[src/rtl/keynsham_dbus_master.sv]
// Single-outstanding load/store master for the keynsham data bus: aligns, lane-replicates, extends.
// Optional bus-watchdog abort is compiled in with `define KEYNSHAM_BUS_TIMEOUT_EN.
module keynsham_dbus_master #(
    parameter int TIMEOUT_CYCLES = 255
) (
    input  logic        clk,
    input  logic        rst,
    input  logic        req_valid,
    output logic        req_ready,
    input  logic [31:0] req_addr,
    input  logic        req_wr,
    input  logic [1:0]  req_size,
    input  logic        req_signed,
    input  logic [31:0] req_wdata,
    output logic        rsp_valid,
    output logic [31:0] rsp_rdata,
    output logic        rsp_err,
    output logic        d_access,
    output logic [31:0] d_addr,
    output logic [3:0]  d_bytesel,
    output logic [31:0] d_wr_val,
    output logic        d_wr_en,
    input  logic [31:0] d_data,
    input  logic        d_ack
);

    typedef enum logic [1:0] {IDLE, ACCESS, RESP} state_t;

    state_t      state_q, state_d;
    logic [31:0] d_addr_q, d_addr_d, d_wr_val_q, d_wr_val_d, rsp_rdata_q, rsp_rdata_d;
    logic [3:0]  d_bytesel_q, d_bytesel_d;
    logic        d_access_q, d_access_d, d_wr_en_q, d_wr_en_d, rsp_err_q, rsp_err_d;
    logic        wr_q, wr_d, signed_q, signed_d;
    logic [1:0]  off_q, off_d, size_q, size_d;
    logic        accept, misalign, ack_hit, timeout_hit;
    logic [31:0] load_ext;

    assign accept   = req_valid && req_ready;
    assign misalign = (req_size == 2'd3) || (req_size == 2'd1 && req_addr[0])
                   || (req_size == 2'd2 && req_addr[1:0] != 2'b00);
    assign ack_hit  = (state_q == ACCESS) && d_ack;

`ifdef KEYNSHAM_BUS_TIMEOUT_EN
    localparam int CW = $clog2(TIMEOUT_CYCLES + 1);
    logic [CW-1:0] tmo_cnt_q, tmo_cnt_d;

    assign timeout_hit = (state_q == ACCESS) && !d_ack && (tmo_cnt_q == CW'(TIMEOUT_CYCLES - 1));

    always_comb begin
        tmo_cnt_d = tmo_cnt_q;
        if (accept)
            tmo_cnt_d = '0;
        else if (state_q == ACCESS && !d_ack)
            tmo_cnt_d = tmo_cnt_q + CW'(1);
    end

    always_ff @(posedge clk) begin
        if (rst) tmo_cnt_q <= '0;
        else     tmo_cnt_q <= tmo_cnt_d;
    end
`else
    logic [31:0] unused_timeout;
    assign unused_timeout = 32'(TIMEOUT_CYCLES);
    assign timeout_hit    = 1'b0;
`endif

    always_ff @(posedge clk) begin
        if (rst) begin
            state_q     <= IDLE;
            d_addr_q    <= '0;
            d_bytesel_q <= '0;
            d_wr_val_q  <= '0;
            d_access_q  <= 1'b0;
            d_wr_en_q   <= 1'b0;
            rsp_rdata_q <= '0;
            rsp_err_q   <= 1'b0;
            wr_q        <= 1'b0;
            signed_q    <= 1'b0;
            off_q       <= '0;
            size_q      <= '0;
        end else begin
            state_q     <= state_d;
            d_addr_q    <= d_addr_d;
            d_bytesel_q <= d_bytesel_d;
            d_wr_val_q  <= d_wr_val_d;
            d_access_q  <= d_access_d;
            d_wr_en_q   <= d_wr_en_d;
            rsp_rdata_q <= rsp_rdata_d;
            rsp_err_q   <= rsp_err_d;
            wr_q        <= wr_d;
            signed_q    <= signed_d;
            off_q       <= off_d;
            size_q      <= size_d;
        end
    end

    always_comb begin
        state_d = state_q;
        case (state_q)
            IDLE:    if (accept) state_d = misalign ? RESP : ACCESS;
            ACCESS:  if (ack_hit || timeout_hit) state_d = RESP;
            default: state_d = IDLE;
        endcase
    end

    always_comb begin
        req_ready = (state_q == IDLE) && !rst;
        rsp_valid = (state_q == RESP);
    end

    // Load alignment and extension use the request attributes captured at accept.
    always_comb begin
        load_ext = d_data;
        case (size_q)
            2'd0: load_ext = {{24{signed_q & d_data[{off_q, 3'b000} + 5'd7]}},
                              d_data[{off_q, 3'b000} +: 8]};
            2'd1: load_ext = {{16{signed_q & d_data[{off_q[1], 4'b0000} + 5'd15]}},
                              d_data[{off_q[1], 4'b0000} +: 16]};
            default: load_ext = d_data;
        endcase
    end

    always_comb begin
        d_addr_d    = d_addr_q;
        d_bytesel_d = d_bytesel_q;
        d_wr_val_d  = d_wr_val_q;
        d_access_d  = 1'b0;
        d_wr_en_d   = 1'b0;
        rsp_rdata_d = rsp_rdata_q;
        rsp_err_d   = rsp_err_q;
        wr_d        = wr_q;
        signed_d    = signed_q;
        off_d       = off_q;
        size_d      = size_q;
        if (accept) begin
            wr_d        = req_wr;
            signed_d    = req_signed;
            off_d       = req_addr[1:0];
            size_d      = req_size;
            rsp_rdata_d = '0;
            rsp_err_d   = misalign;
            if (!misalign) begin
                d_addr_d   = {req_addr[31:2], 2'b00};
                d_access_d = 1'b1;
                d_wr_en_d  = req_wr;
                case (req_size)
                    2'd0: begin
                        d_bytesel_d = 4'b0001 << req_addr[1:0];
                        d_wr_val_d  = {4{req_wdata[7:0]}};
                    end
                    2'd1: begin
                        d_bytesel_d = req_addr[1] ? 4'b1100 : 4'b0011;
                        d_wr_val_d  = {2{req_wdata[15:0]}};
                    end
                    default: begin
                        d_bytesel_d = 4'b1111;
                        d_wr_val_d  = req_wdata;
                    end
                endcase
            end
        end else if (ack_hit) begin
            rsp_rdata_d = wr_q ? 32'd0 : load_ext;
            rsp_err_d   = 1'b0;
        end else if (timeout_hit) begin
            rsp_rdata_d = '0;
            rsp_err_d   = 1'b1;
        end
    end

    assign d_addr    = d_addr_q;
    assign d_bytesel = d_bytesel_q;
    assign d_wr_val  = d_wr_val_q;
    assign d_access  = d_access_q;
    assign d_wr_en   = d_wr_en_q;
    assign rsp_rdata = rsp_rdata_q;
    assign rsp_err   = rsp_err_q;

endmodule

[config.mk]
export PLATFORM = sky130hd
export DESIGN_NAME = keynsham_dbus_master
export DESIGN_NICKNAME = d
export VERILOG_FILES = /design/src/rtl/keynsham_dbus_master.sv
export SDC_FILE = /design/constraint.sdc
export NUM_CORES = 1
export LEC_CHECK = 0
export BUFFER_PORTS_ARGS = -buffer_cell sky130_fd_sc_hd__clkbuf_2
export CAP_MARGIN = 0
export CORE_MARGIN = 2
export CORE_UTILIZATION = 30
export CTS_CLUSTER_SIZE = 40
export DETAILED_ROUTE_END_ITERATION = 8
export PLACE_DENSITY = 0.65
export RECOVER_POWER = 50
export SYNTH_ARGS = -nofsm -noshare
export SYNTH_HDL_FRONTEND = slang
export SYNTH_SLANG_ARGS = --single-unit
[constraint.sdc]
create_clock -name clk -period 1.92 [get_ports clk]
set_clock_uncertainty 0.1 [all_clocks]
set_input_delay 0.384 -clock clk [delete_from_list [all_inputs] [get_ports clk]]
set_output_delay 0.384 -clock clk [all_outputs]
set_load 0.02 [all_outputs]
Word-level counts from Yosys, hierarchy flattened:

Index checks and enable logic that the tools add are counted.

* add/sub/neg operators: 2
* multipliers: 0
* div/mod/pow operators: 0
* order comparisons: 2
* equality and inequality tests: 8
* shifts and indexed selects: 3
* multiplexer cells: 16
* bitwise gates (word level): 4
* reduce and logical (&&, ||, !) cells: 18

Operator list (count)
* $pmux W32 S2: 2
* $mux W32: 1
* $shiftx A32 B6 Y16: 1
* $shiftx A32 B6 Y8: 1
* $lt A5 B6 Y1 const B: 2
* $bmux W1 S5: 2
* $pmux W4 S2: 1
* $eq A2 B1 Y1 const B: 3
* $eq A2 B2 Y1 const B: 3
* $logic_not A2 Y1: 3
* $mux W2: 3
* $add A5 B3 Y5 const B: 1
* $add A5 B4 Y5 const B: 1
* $logic_and A1 B1 Y1: 5
* $mux W1: 5
* $mux W4: 1
* $ne A2 B2 Y1 const B: 2
* $pmux W2 S2: 1
* $reduce_and A2 Y1: 2
* $reduce_bool A2 Y1: 2
* $reduce_or A2 Y1: 2
* $shl A1 B2 Y4 const A: 1
* $reduce_or A3 Y1: 1
* $and A1 B1 Y1: 2
* 3 further kinds: 5

* register bits after elaboration: 109
* latch bits: 0
* memory bits (writable): 0
* memory bits (read-only): 0
* output and inout port bits: 105
* logic and storage cells: 65
* memories: 0

Logic depth before layout (Yosys ltp):

Gate-level depths: netlist of the first run.

* word-level depth: 7
* depth in mapped cells: 8

Worst setup path before layout of the first run:

OpenSTA, ideal clock, no wires.

* path type: input to output
* from: input rst
* to: output req_ready
* data arrival time: 1408 ps
* data required time: 1436 ps
* slack: 28 ps
* stages on the path: 4
* path buffers: 3
* path through: buf_2 -> clkbuf_1 -> clkbuf_1 -> nor3_1

* cells in the longest elaborated chain, start to end: 2

RTL lines
* from (decl): RTL line 7 `input logic rst,`
* $logic_not A1 Y1: RTL line 107 `req_ready = (state_q == IDLE) && !rst;`
* $logic_and A1 B1 Y1: RTL line 107
* to (decl): RTL line 9 `output logic req_ready,`

No other way between the ends.

Worst setup path in the final report of the first run:

* from: register state_q[1]
* to: output req_ready

* cells in the longest elaborated chain, start to end: 2

RTL lines
* from (decl): RTL line 29 `state_t state_q, state_d;`
* from (signal assigned): RTL line 82 `state_q <= state_d;`
* $logic_not A2 Y1: RTL line 107
* $logic_and A1 B1 Y1: RTL line 107

No other way between the ends.

==> flow_metrics.tcl, run 1 <==
set metrics [dict create \
    drc_errors 0 \
    dp_hpwl_mm 11.2 \
    vdd_ir_drop_max_mv 0.427 \
    ff2ff_path_depth 4 \
    floorplan.rows 45 \
    grt_setup_unrepaired "no" \
    antenna_violating_nets_post_route 0 \
    grt_max_degree 49 \
    num_vias 4662 \
    number_of_global_route_vias_before_repair 4344 \
    cts-hold-fix-buffers 0 \
    die_width_um 129 \
    async_reset_ff_share_pct 0 \
    grt_first_pass_wirelength_mm 22.9 \
    cts_num_sinks 109 \
    layout.cells.most_common_list "sky130_fd_sc_hd__nand2_1 (120), sky130_fd_sc_hd__dfxtp_1 (109), sky130_fd_sc_hd__clkbuf_2 (105)" \
    final_hold_viol_count 0 \
    core_area_mm2 0.0152 \
    synthDominantCellAreaShare_pct 46.6 \
    critPathMaxStageDelay_ps 350 \
    p_per_area_mw_per_mm2 800 \
    setup_violations 0 \
    cts.clk_slew.worst_paths_ps 70 \
    critical_path.endpoint_type "output pin" \
    htreeDepth 3 \
    start_util_pct 30.8 \
    post-cts-setup-buffer-count 0 \
    signal_arrival_time_at_the_worst_endpoint_ps 1320 \
    syn_area_per_cell_um2 8.68 \
    drt-pass1-iter-count 4 \
    cts_resized 0 \
    cp_max_fo 8 \
    synth-seq-area-share_pct 46.6 \
    cts_tree "built" \
    max_freq_ghz 0.555 \
    synthesis.area_mm2 0.00468 \
    die_y_um 129 \
    grt_overflow_total 0 \
    initial_antenna_violation_count 1 \
    synth.largest_area_cell "sky130_fd_sc_hd__dfxtp_1" \
    wire_per_inst_um 16.0 \
    critical_path.startpoint_type "register" \
    filler_cell_count 1635 \
    worst_slew_pin_slew_ps 752 \
    nets 849 \
    syn-instance-count 539 \
    yosysWarningCount 0 \
    clock_tree.buffer_depth 2 \
    worst-setup-path-type "register to output pin" \
    slew_headroom_pct 49.6 \
    crit_family "buffers and inverters" \
    wl_mm 15.0 \
    final_period_minus_worst_setup_slack_ps 1800 \
    cp-startpoint "state_q[1]$_SDFFE_PP0P_" \
    detail_route.iter0.violations 220 \
    leakagePower_nw 2.36 \
    min_period_over_period_pct 93.9 \
    route.detailed.vias_per_inst 4.96 \
    worst_hold_startpoint "req_signed" \
    layout-drive-gt1-share_pct 22.3 \
    cap_viol_max_count 0 \
    globalRouteTotalUtil_pct 17.6 \
    ys_top_cells_by_area "sky130_fd_sc_hd__dfxtp_1 (47%), sky130_fd_sc_hd__nand2_1 (9.6%), sky130_fd_sc_hd__a21oi_1 (7.4%)" \
    ys.flop_type "sky130_fd_sc_hd__dfxtp_1" \
    postSynthRegisterBits 109 \
    num_io_pins 209 \
    worst_path_required_time_ps 1440 \
    min_path_cells 3 \
    final-max-slew-violation-count 0 \
    endpoint_worst_hold "signed_q$_SDFFE_PP0P_" \
    die_area_mm2 0.0166 \
    reg2reg_from "off_q[1]$_SDFFE_PP0P_" \
    cts_made_buffers 9 \
    syn_to_final_growth_pct 32.2 \
    synth-edff-count 0 \
    reg2reg_to "rsp_rdata[9]$_SDFFE_PP0P_" \
    clock_latency_ps 350 \
    fin_tns_setup_ps 0 \
    crit_chain "buf_4 > nor3_1 > clkbuf_2" \
    cp_slowest_cell "sky130_fd_sc_hd__dfxtp_1" \
    worst-path-buf-inv 2 \
    run_status "finished clean" \
    worstHoldPathType "input pin to register" \
    synth_cell_types 42 \
    timing.reg2reg.setup_slack_ps 140 \
    clockRootBuffer "sky130_fd_sc_hd__clkbuf_16" \
    number_of_buffer_cells_added_on_primary_ports 206 \
    globalplace.congestion 0.820 \
    finalHoldWorstSlack_ps 133 \
    leading_cell_type_in_the_layout_fill_and_taps_excluded "sky130_fd_sc_hd__nand2_1" \
]
[tightest hold or removal path, cell delays in order]
cell and delay (ps):
sky130_fd_sc_hd__clkbuf_2 70, sky130_fd_sc_hd__nand2_1 30, sky130_fd_sc_hd__o21ai_0 50
[per-layer routing]
layer / share of wire, % / wire (µm) / global-route usage [%] / vias up
li1: - / - / - / 2327
met1: 43 / 6480 / 21.3 / 2126
met2: 47 / 7030 / 29.4 / 189
met3: 7.8 / 1170 / 5.53 / 20
met4: 2.5 / 375 / 6.59 / 0
met5: 0 / 0 / 0 / -
[registers in the layout (all words and copies together) (netlist names)]
| name | cells |
|---|---|
| rsp_rdata | 32 |
| state_q | 2 |
| d_access | 1 |
| d_wr_val | 32 |
| rsp_err | 1 |
| d_addr | 30 |
| wr_q | 1 |
| off_q | 2 |
| d_wr_en | 1 |
| d_bytesel | 4 |
| size_q | 2 |
| signed_q | 1 |
[per-stage QoR]
step | power [W] | setup slack, ps | cells | instance area (µm²) | util, %
2_1_floorplan | 0.00291 | 27.9 | 540 | 4680 | -
3_3_place_gp | 0.00327 | 104 | 922 | 6040 | 39.7
3_5_place_dp | 0.00327 | 18.8 | 922 | 6040 | 39.7
4_1_cts | 0.00503 | 74.3 | 938 | 6310 | 41.5
5_1_grt | 0.00519 | 42.9 | 938 | 6180 | 40.7
6_report | 0.00495 | 118 | 939 | 6190 | 40.7
[area by class of cell]
| class | instances | area [µm²] | area share, % |
|---|---|---|---|
| inverter | 5 | 18.8 | 0.303 |
| timing repair buffer | 241 | 1210 | 19.6 |
| antenna | 1 | 2.50 | 0.0404 |
| sequential | 109 | 2180 | 35.3 |
| tap | 188 | 235 | 3.80 |
| clock inverter | 5 | 36.3 | 0.586 |
| multi-input combinational | 379 | 2260 | 36.6 |
| clock buffer | 11 | 233 | 3.76 |
[cell families after synthesis]
logic type	Yosys count	share of synthesized area, %
DFF	109	46.6
buffers and inverters	52	5.27
muxes	30	6.68
AOI/OAI and AO/OA	174	25.1
and+or+nand+nor	173	16.3
other	1	0.0801
[worst max path at each step]
| stage | endpoint | slack [ps] | cells past startpoint |
|---|---|---|---|
| 2_1_floorplan | req_ready | 30 | 4 |
| 3_3_place_gp | rsp_rdata[8]$_SDFFE_PP0P_ | 100 | 5 |
| 3_5_place_dp | rsp_rdata[9]$_SDFFE_PP0P_ | 20 | 5 |
| 4_1_cts | rsp_rdata[18]$_SDFFE_PP0P_ | 70 | 3 |
| 5_1_grt | d_wr_val[12]$_SDFFE_PP0P_ | 40 | 7 |
| 6_report | req_ready | 120 | 3 |
[cells in the mapped netlist (7+ instances only)]
cell	number
sky130_fd_sc_hd__a21oi_1	69
sky130_fd_sc_hd__a21boi_0	7
sky130_fd_sc_hd__buf_4	9
sky130_fd_sc_hd__o2bb2ai_1	16
sky130_fd_sc_hd__clkbuf_1	21
sky130_fd_sc_hd__nand2b_1	11
sky130_fd_sc_hd__o211ai_1	8
sky130_fd_sc_hd__buf_2	14
sky130_fd_sc_hd__mux2i_1	29
sky130_fd_sc_hd__dfxtp_1	109
sky130_fd_sc_hd__o21ai_0	14
sky130_fd_sc_hd__o221ai_1	7
sky130_fd_sc_hd__o21ai_1	7
sky130_fd_sc_hd__a211oi_1	16
sky130_fd_sc_hd__nor2_1	27
sky130_fd_sc_hd__a311oi_1	11
sky130_fd_sc_hd__a32o_1	8
sky130_fd_sc_hd__nand2_1	120
[where the power goes]
part,switching (W),internal [W],leakage [nW]
Clock,0.000865,0.000888,0.134
Combinational,0.000497,0.000314,1.34
Sequential,0.0000492,0.00234,0.884
Power figures use the tool's default switching activity.
==> inputs of run 2 (changes only) <==
CELL_PAD_IN_SITES_DETAIL_PLACEMENT = 2   (was default)
CELL_PAD_IN_SITES_GLOBAL_PLACEMENT = 2   (was default)
CORE_UTILIZATION = 26   (was 30)
PLACE_DENSITY = 0.89   (was 0.65)
==> flow_metrics.tcl, run 2 (synthesis results as in run 1) <==
set metrics [dict create \
    run_status "finished clean" \
    p_per_area_mw_per_mm2 814 \
    worst_hold_startpoint "req_addr[30]" \
    fin_tns_setup_ps 0 \
    signal_arrival_time_at_the_worst_endpoint_ps 1930 \
    leading_cell_type_in_the_layout_fill_and_taps_excluded "sky130_fd_sc_hd__nand2_1" \
    die_width_um 138 \
    cts_tree "built" \
    drt-pass1-iter-count 4 \
    nets 844 \
    worst_slew_pin_slew_ps 1170 \
    antenna_violating_nets_post_route 0 \
    grt_first_pass_wirelength_mm 28.9 \
    timing.reg2reg.setup_slack_ps 130 \
    number_of_buffer_cells_added_on_primary_ports 206 \
    worst_path_required_time_ps 2060 \
    cp_slowest_cell "sky130_fd_sc_hd__mux4_2" \
    worst-setup-path-type "register to register" \
    leakagePower_nw 2.34 \
    final-max-slew-violation-count 0 \
    setup_violations 0 \
    route.detailed.vias_per_inst 5.04 \
    cap_viol_max_count 0 \
    slew_headroom_pct 22.0 \
    multi_input_area_mm2 0.00227 \
    number_of_global_route_vias_before_repair 5301 \
    detail_route.iter0.violations 135 \
    dp_hpwl_mm 13.8 \
    min_period_over_period_pct 93.4 \
    clockRootBuffer "sky130_fd_sc_hd__clkbuf_16" \
    die_y_um 138 \
    filler_cell_count 2132 \
    cts_num_sinks 109 \
    max_freq_ghz 0.558 \
    critical_path.startpoint_type "register" \
    critPathMaxStageDelay_ps 550 \
    layout.cells.most_common_list "sky130_fd_sc_hd__nand2_1 (120), sky130_fd_sc_hd__dfxtp_1 (109), sky130_fd_sc_hd__clkbuf_2 (105)" \
    worst-path-buf-inv 0 \
    clock_latency_ps 350 \
    antenna_cells 0 \
    min_path_cells 3 \
    wire_per_inst_um 18.5 \
    critical_path.endpoint_type "register" \
    wl_mm 18.0 \
    crit_chain "mux4_2 > a31oi_4 > o21ai_1 > a32o_1" \
    crit_family "compound AO/OA/AOI/OAI gates" \
    cts.clk_slew.worst_paths_ps 80 \
    endpoint_worst_hold "d_addr[30]$_SDFFE_PP0P_" \
    globalplace.congestion 0.830 \
    die_area_mm2 0.0191 \
    final_hold_viol_count 0 \
    reg2reg_to "rsp_rdata[10]$_SDFFE_PP0P_" \
    start_util_pct 26.3 \
    worstHoldPathType "input pin to register" \
    core_area_mm2 0.0178 \
    finalHoldWorstSlack_ps 137 \
    floorplan.rows 49 \
    cts-hold-fix-buffers 0 \
    final_period_minus_worst_setup_slack_ps 1790 \
    cp_max_fo 7 \
    clock_tree.buffer_depth 2 \
    drc_errors 0 \
    num_io_pins 209 \
    grt_max_degree 53 \
    cts_made_buffers 9 \
    vdd_ir_drop_max_mv 0.397 \
    layout.area.seq_mm2 0.00218 \
    syn_to_final_growth_pct 32.7 \
    initial_antenna_violation_count 0 \
    grt_setup_unrepaired "no" \
    grt_overflow_total 0 \
    num_vias 4913 \
    layout-drive-gt1-share_pct 22.1 \
    globalRouteTotalUtil_pct 18.8 \
    ff2ff_path_depth 4 \
    reg2reg_from "off_q[1]$_SDFFE_PP0P_" \
    htreeDepth 3 \
]
run 2: cell types whose count changed in the layout (fill, tap and decap cells not counted), moves of 2 or more:
cell / delta
sky130_fd_sc_hd__buf_4: -3
sky130_fd_sc_hd__clkbuf_1: -3
sky130_fd_sc_hd__clkinv_2: -2
sky130_fd_sc_hd__clkinvlp_4: +3
run 2: area by class of cell:
| type | count | area share [%] |
|---|---|---|
| Sequential cell | 109 | 35.1 |
| Inverter | 5 | 0.302 |
| Timing Repair Buffer | 236 | 18.8 |
| Tap cell | 229 | 4.61 |
| Clock inverter | 7 | 0.967 |
| Clock buffer | 9 | 3.63 |
| Multi-Input combinational cell | 379 | 36.5 |
run 2: repair_timing:
item	in CTS	in global routing
gates resized for setup	0	3
setup endpoints to repair	0	15
setup buffers	0	1
endpoints found under the hold margin	0	0
run 2: tightest hold or removal path: cells and delay by family:
kind | cells | cell delay, ps
compound gates | 1 | 50
buf+inv | 1 | 80
simple gates | 1 | 40
run 2: metrics by stage:
stage	cells	worst slack, ps	total power [W]	instance area, µm²	util [%]
4_1_cts	973	67.5	0.00514	6320	35.6
2_1_floorplan	540	27.9	0.00291	4680	-
3_5_place_dp	957	38.5	0.00329	6040	33.9
5_1_grt	974	7.28	0.00532	6210	34.9
3_3_place_gp	957	79.8	0.00326	6040	33.9
6_report	974	127	0.00505	6210	34.9
run 2: worst max-delay path by stage:
stage / start / to / slack, ps / cells after the start
after global placement: d_data[15] / rsp_rdata[14]$_SDFFE_PP0P_ / 80 / 5
after floorplan: rst / req_ready / 30 / 4
after detailed placement: d_data[15] / rsp_rdata[10]$_SDFFE_PP0P_ / 40 / 5
final: off_q[1]$_SDFFE_PP0P_ / rsp_rdata[10]$_SDFFE_PP0P_ / 130 / 4
after global routing: state_q[0]$_SDFFE_PP0P_ / rsp_rdata[25]$_SDFFE_PP0P_ / 7 / 6
after CTS: state_q[0]$_SDFFE_PP0P_ / req_ready / 70 / 3
run 2: layer usage:
metal  vias up  wire (µm)  global-route usage [%]
met3        22       1360                    5.68
met2       178       8520                    31.5
li1       2306          -                       -
met1      2407       7800                    23.2
met4         0        357                    6.07
met5         -          0                       0
run 2: power by group:
group / leakage, nW / internal (W) / switching (W)
combinational: 1.32 / 0.000302 / 0.000529
clock: 0.130 / 0.000900 / 0.000931
sequential: 0.884 / 0.00234 / 0.0000541
